### config.mk
export PLATFORM = sky130hd
export DESIGN_NAME = base_mem_fifo_ctl
export DESIGN_NICKNAME = d
export VERILOG_FILES = /design/src/rtl/base_mem_fifo_ctl.sv
export SDC_FILE = /design/constraint.sdc
export NUM_CORES = 1
export LEC_CHECK = 0
export BUFFER_PORTS_ARGS = -buffer_cell sky130_fd_sc_hd__clkbuf_2
export CORE_ASPECT_RATIO = 0.9
export CORE_MARGIN = 5
export CORE_UTILIZATION = 40
export DETAILED_ROUTE_END_ITERATION = 8
export HOLD_SLACK_MARGIN = 0.08
export PLACE_DENSITY = 0.66
export SLEW_MARGIN = 20
export SYNTH_ARGS = -nofsm -noshare
export SYNTH_HDL_FRONTEND = slang
export SYNTH_SLANG_ARGS = --single-unit
### constraint.sdc
create_clock -name clk -period 3.72 [get_ports clk]
set_input_delay 0.372 -clock clk [delete_from_list [all_inputs] [get_ports clk]]
set_output_delay 0.372 -clock clk [all_outputs]
set_load 0.01 [all_outputs]
### src/rtl/base_mem_fifo_ctl.sv
// FIFO controller for an external registered-read dual-port memory, with a
// two-entry output buffer so a full-rate stream survives the read latency.
module base_mem_fifo_ctl #(
  parameter int width      = 1,
  parameter int addr_width = 1,
  parameter int depth      = 2**addr_width,
  parameter int wdelay     = 0
) (
  input  logic                  clk,
  input  logic                  reset,
  input  logic                  i_v,
  output logic                  i_r,
  input  logic [width-1:0]      i_d,
  output logic                  o_v,
  input  logic                  o_r,
  output logic [width-1:0]      o_d,
  output logic                  mem_we,
  output logic [addr_width-1:0] mem_wa,
  output logic [width-1:0]      mem_wd,
  output logic                  mem_re,
  output logic [addr_width-1:0] mem_ra,
  input  logic [width-1:0]      mem_rd,
  output logic [addr_width+1:0] count
);

  localparam logic [addr_width-1:0] LAST_PTR   = addr_width'(depth - 1);
  localparam logic [addr_width:0]   DEPTH_USED = (addr_width + 1)'(depth);

  logic [addr_width-1:0] wptr_q, wptr_d, rptr_q, rptr_d;
  logic [addr_width:0]   used_q, used_d, avail_q, avail_d;
  logic                  inflight_q, inflight_d;
  logic [1:0]            buf_cnt_q, buf_cnt_d;
  logic [width-1:0]      buf0_q, buf0_d, buf1_q, buf1_d;
  logic [addr_width+1:0] count_q, count_d;
  logic                  push, pop, elig;
  logic [2:0]            buf_room;

  assign i_r      = !reset && (used_q < DEPTH_USED);
  assign push     = i_v && i_r;
  assign o_v      = !reset && (buf_cnt_q != 2'd0);
  assign pop      = o_v && o_r;
  assign buf_room = {1'b0, buf_cnt_q} + {2'b0, inflight_q} - {2'b0, pop};
  assign mem_re   = !reset && (avail_q != '0) && (buf_room < 3'd2);

  assign mem_we = push;
  assign mem_wa = wptr_q;
  assign mem_wd = i_d;
  assign mem_ra = rptr_q;
  assign o_d    = buf0_q;
  assign count  = reset ? '0 : count_q;

  // An accepted word only becomes readable once the memory write path has
  // caught up, so accept events are delayed before they count as available.
  if (wdelay == 0) begin : g_nodelay
    assign elig = push;
  end else begin : g_delay
    logic [wdelay-1:0] acc_q, acc_d;
    always_comb begin
      acc_d    = acc_q << 1;
      acc_d[0] = push;
    end
    always_ff @(posedge clk) begin
      if (reset) acc_q <= '0;
      else       acc_q <= acc_d;
    end
    assign elig = acc_q[wdelay-1];
  end

  // NOTE: every signal gets a default at the top of always_comb so no path
  // leaves it unassigned, which would otherwise infer a latch.
  always_comb begin
    wptr_d     = wptr_q;
    rptr_d     = rptr_q;
    used_d     = used_q + (addr_width + 1)'(push) - (addr_width + 1)'(mem_re);
    avail_d    = avail_q + (addr_width + 1)'(elig) - (addr_width + 1)'(mem_re);
    inflight_d = mem_re;
    count_d    = count_q + (addr_width + 2)'(push) - (addr_width + 2)'(pop);
    if (push) wptr_d = (wptr_q == LAST_PTR) ? '0 : wptr_q + 1'b1;
    if (mem_re) rptr_d = (rptr_q == LAST_PTR) ? '0 : rptr_q + 1'b1;
  end

  // Pop shifts the tail into the head first, then returning read data fills
  // the first free slot; mem_re gating guarantees a free slot exists.
  always_comb begin
    buf0_d    = buf0_q;
    buf1_d    = buf1_q;
    buf_cnt_d = buf_cnt_q;
    if (pop) begin
      buf0_d    = buf1_q;
      buf_cnt_d = buf_cnt_q - 2'd1;
    end
    if (inflight_q) begin
      if (buf_cnt_d == 2'd0) buf0_d = mem_rd;
      else                   buf1_d = mem_rd;
      buf_cnt_d = buf_cnt_d + 2'd1;
    end
  end

  // NOTE: sequential state uses non-blocking assignments so every flop
  // samples its _d value from the same pre-edge snapshot.
  always_ff @(posedge clk) begin
    if (reset) begin
      wptr_q     <= '0;
      rptr_q     <= '0;
      used_q     <= '0;
      avail_q    <= '0;
      inflight_q <= 1'b0;
      buf_cnt_q  <= 2'd0;
      count_q    <= '0;
    end else begin
      wptr_q     <= wptr_d;
      rptr_q     <= rptr_d;
      used_q     <= used_d;
      avail_q    <= avail_d;
      inflight_q <= inflight_d;
      buf_cnt_q  <= buf_cnt_d;
      count_q    <= count_d;
    end
  end

  // NOTE: buffer data carries no reset; buf_cnt_q alone decides validity, and
  // clearing inflight_q on reset drops any stale mem_rd still returning.
  always_ff @(posedge clk) begin
    buf0_q <= buf0_d;
    buf1_q <= buf1_d;
  end

endmodule

==> results.py <==
metrics = {
    "global_route": {
        "grt_remaining_overflow": 0,
        "antenna_found_initial": 0,
        "grt_first_pass_wirelength_um": 2550,
        "grt_max_degree": 20,
        "grt_pass1_vias": 557,
        "grt_usage_pct": 11.2,
    },
    "critical_path": {
        "cp_slowest_cell": "or3_4",
        "reg2reg_from": "buf_cnt_q[0]",
        "cp-start-kind": "register",
        "crit_fanout": 5,
        "cp.arrival_ns": 3.58,
        "critPathRequiredTime_ns": 3.90,
        "path_class": "register to register",
        "critPathMaxStageDelay_ns": 0.43,
        "cp_cell_sequence": "inv_1 -> ha_1 -> or3b_1 -> xnor2_1 -> ha_1 -> inv_1 -> fa_1 -> xor2_1 -> or3_4 -> xnor2_1 -> ha_1 -> xnor2_1 -> nor2_1 -> mux2_2",
        "cp-end-kind": "register",
        "critPathLaunch": "buf_cnt_q[0]",
    },
    "sta": {
        "period_share_pct": 91.5,
        "slew_violations": 0,
        "fmax_mhz": 294,
        "rsz0062_at_grt": "no",
        "hold-worst-slack_ns": 0.292,
        "clock_skew_ns": 0.00616,
        "finalHoldViolCount": 0,
        "setup_viol": 0,
        "tightest_slew_ns": 0.377,
        "tns_ns": 0,
        "fin_crit_ns": 3.40,
        "slew_headroom_pct": 74.8,
    },
    "worst_hold_path": {
        "hold_class": "input port to register",
        "min-delay-start": "mem_rd",
    },
    "yosys": {
        "syn_area_per_cell_um2": 9.96,
        "synth.area.top_cells": "dfxtp_1 32%, ha_1 9.3%, xnor2_1 7.6%, fa_1 5.0%, and2b_1 4.7%",
        "synth_seq_cells": 14,
        "syn_area_um2": 807,
        "ys_seq_area_share_pct": 36.0,
        "synthCells": 81,
        "ys_types": 28,
        "syn-num-nets": 95,
        "yosys_warnings": 0,
        "synth_top_cell_by_area": "dfxtp_1",
        "synth_top_area_share_pct": 32.2,
    },
    "cells_and_area": {
        "post-route-util_pct": 48.4,
        "area_growth_pct": 14.9,
        "drive_gt1_share_pct": 27.1,
        "n_fill_cell": 203,
        "multi_input_area_um2": 453,
        "fin_cells": 121,
        "diodes": 0,
        "final_area_um2": 927,
        "fin_nets": 111,
        "seq_area_um2": 292,
    },
    "drt": {
        "drc": 0,
        "ant_nets": 0,
        "wl_met2_um": 668,
        "dr.pass1.iters": 2,
        "wl_per_cell_um": 11.6,
        "met1_length_um": 644,
        "wl_um": 1410,
        "drtIter0Drc": 6,
        "top_layer_used": "met3",
        "route.vias.total": 548,
        "wl_met3_um": 91,
        "viasPerCell": 4.53,
    },
    "pwr": {
        "leakagePower_uw": 0.000467,
        "seq_power_share_pct": 39.0,
        "p_per_area_mw_per_mm2": 671,
        "combPwrFrac_pct": 43.2,
        "p_clk_share_pct": 17.8,
        "internal-power_uw": 397,
        "switching_share_pct": 36.2,
        "irDropWorstVdd_uv": 319,
        "p_sw_uw": 225,
    },
    "placed_design": {
        "placed_cell_area_um2": 885,
        "dp_cells": 117,
        "dp_hpwl_um": 1100,
        "finalWeightedCongestion": 0.742,
        "numPortBuffers": 14,
    },
    "cts": {
        "cts.sinks": 14,
        "cts_resized": 0,
        "cts_tree": "yes",
        "worstSkewPairLatency_ns": 0.28,
        "cts_htree_levels": 1,
        "hold_buffers": 0,
        "path_clk_slew_ns": 0.09,
        "cts_setup_buffers": 0,
        "clock_path_buffers": 2,
        "numCtsBuffers": 3,
        "clockRootBuffer": "clkbuf_4",
    },
    "floorplanning": {
        "die_width_um": 57.3,
        "start_util_pct": 42.2,
        "die-area_mm2": 0.00302,
        "rows": 15,
        "coreArea_mm2": 0.00191,
        "die_h_um": 52.6,
        "io_pins": 17,
    },
    "job": {
        "maxCapViolations": 0,
    },
    "status": {
        "outcome": "finished clean",
    },
}
worst paths after layout:
path / end / slack, ns / depth (start not counted)
min: buf1_q / 0.29 / 1
min reg2reg: mem_ra / 0.49 / 2
max: used_q[1] / 0.32 / 14
max reg2reg: used_q[1] / 0.32 / 14
stage by stage:
stage	setup WS, ns	power (uW)
finish	0.318	622
global route	0.0801	683
CTS	0.168	628
detailed placement	0.225	511
global placement	0.285	496
floorplan	0.341	445
area by class of cell:
| type | count | area share (%) |
|---|---|---|
| Clock buffer | 4 | 3.91 |
| Tap cell | 25 | 3.37 |
| Inverter | 8 | 3.24 |
| Sequential cell | 14 | 31.4 |
| Multi-Input combinational cell | 54 | 48.9 |
| Timing Repair Buffer | 16 | 9.18 |
synth_stat cells:
library cell and number:
o31ai_4 1, and2_1 1, xnor2_1 7, xor2_1 2, mux2_4 1, and2b_1 5
or3_1 1, inv_1 8, ha_1 6, o21bai_1 1, dfxtp_1 13, fa_1 2
buf_2 1, mux2i_1 1, nand3b_1 1, nor2b_1 5, nand2_1 1, or4_1 1
buf_4 1, clkbuf_1 1, buf_6 2, nor2_1 10, o31ai_1 2, nor4_1 1
edfxtp_1 1, or3b_1 1, mux2_2 2, a21oi_1 2
critical path, delay by kind of cell, from the launching register on:
kind / cells / cell delay [ns]
buf+inv: 2 / 0.12
xor+xnor: 4 / 0.72
fa+ha+maj: 4 / 0.97
flops: 1 / 0.37
mux: 1 / 0.25
simple gates: 3 / 0.87
placed cells by master (no fill, tap or decap), drive strengths merged, types with 3 or more instances in the layout:
cell type   n
and2b       5
clkbuf     18
dfxtp      13
ha          6
inv         8
mux2        3
nor2       10
nor2b       5
o31ai       3
xnor2       7
flip-flops by register name, summed over array words and instances, names as in the netlist, 2 cells and up:
signal     count
count_q        3
avail_q        2
buf_cnt_q      2
used_q         2
metal layers:
| layer | GRT usage, % | vias up |
|---|---|---|
| li1 | - | 290 |
| met1 | 12.6 | 247 |
| met2 | 18.4 | 11 |
| met3 | 6.16 | 0 |
| met4 | 2.70 | 0 |
| met5 | 0 | - |
power groups by stage:
stage | combinational [uW] | clock [uW] | sequential, uW
floorplan | 201 | 0 | 244
global placement | 252 | 0 | 244
detailed placement | 265 | 0 | 246
CTS | 271 | 114 | 243
global route | 307 | 126 | 251
finish | 269 | 110 | 243
kinds of logic after synthesis:
| kind of cell | synth area share [%] |
|---|---|
| buf+inv | 8.53 |
| flops | 36.0 |
| mux | 5.89 |
| xor+xnor | 9.77 |
| simple gates | 18.9 |
| fa+ha+maj | 14.3 |
| compound gates | 6.67 |
(Power assumes the default switching activity.)
